[src/rtl/nes_pkg.sv]
// =============================================================================
// Module      : nes_pkg
// Description : Shared NES pad constants, button indices and FSM encoding.
// Revision    : 1.0 - initial release
// =============================================================================
`default_nettype none

package nes_pkg;

    localparam int NES_BITS = 8;

    // Button bit positions, shared with the nesController poller
    localparam int BTN_A      = 7;
    localparam int BTN_B      = 6;
    localparam int BTN_SELECT = 5;
    localparam int BTN_START  = 4;
    localparam int BTN_UP     = 3;
    localparam int BTN_DOWN   = 2;
    localparam int BTN_LEFT   = 1;
    localparam int BTN_RIGHT  = 0;

    localparam logic [1:0] ST_IDLE  = 2'd0;
    localparam logic [1:0] ST_LOAD  = 2'd1;
    localparam logic [1:0] ST_SHIFT = 2'd2;
    localparam logic [1:0] ST_DONE  = 2'd3;

    typedef enum logic [1:0] {
        IDLE  = ST_IDLE,
        LOAD  = ST_LOAD,
        SHIFT = ST_SHIFT,
        DONE  = ST_DONE
    } pad_state_t;

    function automatic logic [NES_BITS-1:0] shift_out(input logic [NES_BITS-1:0] v);
        return {v[NES_BITS-2:0], 1'b0};
    endfunction

endpackage

`default_nettype wire

[src/rtl/nes_pad_emulator_sync_edge.sv]
// =============================================================================
// Module      : sync_edge
// Description : Multi-stage synchronizer with registered level/rise/fall.
// Revision    : 1.0 - initial release
// =============================================================================
`default_nettype none

module sync_edge #(
    parameter int SYNC_STAGES = 2
) (
    input  logic clk,
    input  logic reset,
    input  logic async_in,
    output logic level,
    output logic rise,
    output logic fall
);

    logic [SYNC_STAGES-1:0] sync_q;

    // level doubles as the previous-value register, so rise/fall line up with it
    always_ff @(posedge clk) begin
        if (reset) begin
            sync_q <= '0;
            level  <= 1'b0;
            rise   <= 1'b0;
            fall   <= 1'b0;
        end else begin
            sync_q <= {sync_q[SYNC_STAGES-2:0], async_in};
            level  <= sync_q[SYNC_STAGES-1];
            rise   <= sync_q[SYNC_STAGES-1] & ~level;
            fall   <= ~sync_q[SYNC_STAGES-1] & level;
        end
    end

endmodule

`default_nettype wire

[src/rtl/nes_pad_emulator.sv]
// =============================================================================
// Module      : nes_pad_emulator
// Description : NES gamepad (4021 PISO) responder driving the active-low data line.
// Revision    : 1.0 - initial release
// =============================================================================
`default_nettype none

module nes_pad_emulator
    import nes_pkg::*;
#(
    parameter int SYNC_STAGES = 2
) (
    input  logic                clk,
    input  logic                reset,
    input  logic [NES_BITS-1:0] buttons,
    input  logic                latch,
    input  logic                clkIn,
    output logic                data,
    output logic                frameDone,
    output logic [7:0]          frameCount
);

    logic                latch_lvl;
    logic                latch_rise_unused;
    logic                latch_fall;
    logic                clk_lvl_unused;
    logic                clk_rise;
    logic                clk_fall_unused;

    pad_state_t          state;
    logic [NES_BITS-1:0] shift_reg;
    logic [3:0]          bit_cnt;

    sync_edge #(.SYNC_STAGES(SYNC_STAGES)) u_latch_sync (
        .clk      (clk),
        .reset    (reset),
        .async_in (latch),
        .level    (latch_lvl),
        .rise     (latch_rise_unused),
        .fall     (latch_fall)
    );

    sync_edge #(.SYNC_STAGES(SYNC_STAGES)) u_clk_sync (
        .clk      (clk),
        .reset    (reset),
        .async_in (clkIn),
        .level    (clk_lvl_unused),
        .rise     (clk_rise),
        .fall     (clk_fall_unused)
    );

    // data is computed from next-state values so it changes with the state register
    always_ff @(posedge clk) begin
        if (reset) begin
            state      <= IDLE;
            shift_reg  <= '0;
            bit_cnt    <= 4'd0;
            data       <= 1'b1;
            frameDone  <= 1'b0;
            frameCount <= 8'd0;
        end else begin
            frameDone <= 1'b0;
            if (frameDone) begin
                frameCount <= frameCount + 8'd1;
            end

            if (latch_lvl) begin
                state     <= LOAD;
                shift_reg <= buttons;
                bit_cnt   <= 4'd0;
                data      <= ~buttons[BTN_A];
            end else begin
                case (state)
                    IDLE: begin
                        data <= 1'b1;
                    end
                    LOAD: begin
                        data <= ~shift_reg[BTN_A];
                        if (latch_fall) begin
                            state <= SHIFT;
                        end
                    end
                    SHIFT: begin
                        if (clk_rise) begin
                            shift_reg <= shift_out(shift_reg);
                            bit_cnt   <= bit_cnt + 4'd1;
                            if (bit_cnt == 4'd7) begin
                                state     <= DONE;
                                frameDone <= 1'b1;
                                data      <= 1'b0;
                            end else begin
                                data <= ~shift_reg[BTN_A-1];
                            end
                        end
                    end
                    DONE: begin
                        data <= 1'b0;
                    end
                    default: begin
                        state <= IDLE;
                        data  <= 1'b1;
                    end
                endcase
            end
        end
    end

endmodule

`default_nettype wire
[config.mk]
export PLATFORM = sky130hd
export DESIGN_NAME = nes_pad_emulator
export DESIGN_NICKNAME = d
export VERILOG_FILES = /design/src/rtl/nes_pkg.sv /design/src/rtl/nes_pad_emulator_sync_edge.sv /design/src/rtl/nes_pad_emulator.sv
export SDC_FILE = /design/constraint.sdc
export NUM_CORES = 1
export LEC_CHECK = 0
export CORE_UTILIZATION = 30
export DETAILED_ROUTE_END_ITERATION = 7
export PLACE_DENSITY_LB_ADDON = 0.3
export RECOVER_POWER = 50
export SETUP_SLACK_MARGIN = 0.02
export SLEW_MARGIN = 10
export SYNTH_ARGS = -nofsm -noshare
export SYNTH_HDL_FRONTEND = slang
export SYNTH_HIERARCHICAL = 1
export SYNTH_SLANG_ARGS = --single-unit
[constraint.sdc]
create_clock -name clk -period 3.32 [get_ports clk]
set_clock_uncertainty 0.05 [all_clocks]
set_input_delay 0.83 -clock clk [delete_from_list [all_inputs] [get_ports clk]]
set_output_delay 0.83 -clock clk [all_outputs]
set_load 0.05 [all_outputs]
==> key figures <==
Run status
  • Outcome: finished clean

Clocking
  • Clk slew on worst S/H paths: 0.06 ns
  • CTS sink count: 32
  • CTS tree: built
  • H-tree levels: 2
  • Hold-fix buffers at CTS: 0
  • Num CTS Buffers: 5
  • Clock Latency Late Sink: 0.28 ns
  • CTS Buffer Depth: 2
  • # resized after CTS: 0
  • Clock root cell: clkbuf_8
  • Postcts setup bufs: 0

Route
  • Routed wire length per instance: between 10 and 15 µm
  • Vias per Instance: 4.70
  • Initial DRC count: 26
  • Final wirelength: 2160 µm
  • Detailed-route via count: 944
  • Drt pass-1 iters: 3
  • Number of remaining DRC errors: 0
  • Post-route ant nets: 0

Die
  • Die width: 66.7 µm
  • Num ports: 22
  • Die ar.: 4450 µm²
  • Initial Util: 31.4%
  • Std-Cell Rows: 23
  • Area of the core: roughly 4000 µm²
  • Die span in y: approximately 67 µm

Place
  • RePlAce Congestion: 0.634
  • Total placed cells including tap cells: 193
  • Detailed placement HPWL: approximately 1500 µm
  • IO buf count: 21

Power
  • Leak pwr: approximately 0.59 nW
  • Pwr Density: 458 nW/µm²
  • Max VDD drop: 0.201 mV

Timing
  • Tmin final: 2.50 ns
  • Slew margin rel.: between 40% and 50%
  • Least-Margin Pin Slew: 0.899 ns
  • Final Slew Violations: 0
  • Fmax: 400 MHz
  • Final period utilization: 75.3%
  • RSZ-0062 raised after global routing: false
  • Fin. Hold Viols: 0
  • Setup tns final: 0 ns
  • Final setup violation count: 0

Synth
  • Syn Inst Count: 127
  • Cell area after synthesis: 1250 µm²
  • Syn_nets: 141
  • Yosys synthesis warning count: 6
  • Avg Cell Area, Syn: 9.88 µm²

Setup path
  • Critical Path, Cell by Cell: clkdlybuf4s50_1
  • CP max FO: 7
  • CP required: 2.44 ns
  • Slowest-stage cell, CP: clkdlybuf4s50_1
  • Critical path capture point type: output port
  • Crit path max-delay family: buffers and inverters
  • Worst Path Buf+Inv: 1
  • Critical Path AT: 1.62 ns
  • Setup CP Type: reg2out
  • CP Launch Type: flop
  • CP max stage delay: 0.86 ns

Final layout
  • Cell Count, Final, Fillers Out: 201
  • Most frequent cells in the layout: dfxtp_1, clkdlybuf4s50_1, nor2_1, mux2i_1, a21oi_1
  • Area growth syn-to-layout: 26.2%
  • Nets: 164
  • ANT cells: 0
  • Layout cells sized above 1: between 6 and 7%
  • Most common cell after layout, fill and taps aside: dfxtp_1

Global routing
  • Initial antenna violation count: 0
  • Largest net degree at the start of global routing: 22
  • Remaining global-route overflow: 0
  • Global-route wire length before repair: about 3700 µm
  • Gr usage total: 11.5%
  • Vias in the first global route: approximately 870

Worst hold path
  • Worst Hold Class: reg2reg

Job
  • Max Cap Viol: 0
report_power, final:
group / total (mW) / switching [mW] / internal [mW]
Combinational: 0.0303 / 0.0125 / 0.0178
Clock: 0.299 / 0.131 / 0.169
Sequential: 0.396 / 0.00434 / 0.391
area by class of cell:
| cell class | instances | area [µm²] |
|---|---|---|
| inverter | 2 | 7.51 |
| timing repair buffer | 22 | 214 |
| multi-input combinational | 87 | 569 |
| sequential | 32 | 641 |
| clock buffer | 8 | 90.1 |
| fill | 387 | 2420 |
| tap | 50 | 62.6 |
stage by stage:
stage / util, % / setup slack, ns / total power, mW / area (µm²) / hold slack (ns)
global route: 39.6 / 0.762 / 0.761 / 1580 / 0.374
floorplan: - / 1.63 / 0.417 / 1250 / 0.321
CTS: 39.7 / 0.804 / 0.738 / 1590 / 0.345
finish: 39.6 / 0.819 / 0.725 / 1580 / 0.345
global placement: 37.4 / 1.15 / 0.435 / 1500 / 0.331
detailed placement: 37.4 / 1.12 / 0.436 / 1500 / 0.334
path summary, 6_finish.rpt:
check | from | to | slack [ns] | depth (start not counted)
worst max-delay path | frameDone | frameDone | 0.82 | 1
worst min-delay path | u_clk_sync/level | u_clk_sync/rise | 0.35 | 1
worst max register to register | state[0] | bit_cnt[3] | 1.79 | 3
worst min register to register | u_clk_sync/level | u_clk_sync/rise | 0.35 | 1
per-layer routing:
| layer | track usage (%) | wire, µm | part of all wire, % |
|---|---|---|---|
| met5 | 0 | 0 | 0 |
| met4 | 7.98 | 45 | 2.1 |
| met3 | 4.79 | 109 | 5.0 |
| met2 | 17.3 | 986 | 46 |
| met1 | 12.9 | 1020 | 47 |
worst register-to-register path, delay by kind of cell, from the launching register on:
kind,cells,cell delay [ns]
and+or+nand+nor,2,0.91
AOI/OAI and AO/OA,1,0.14
DFF,1,0.36
Note: power is estimated with default switching activity, not from simulation.
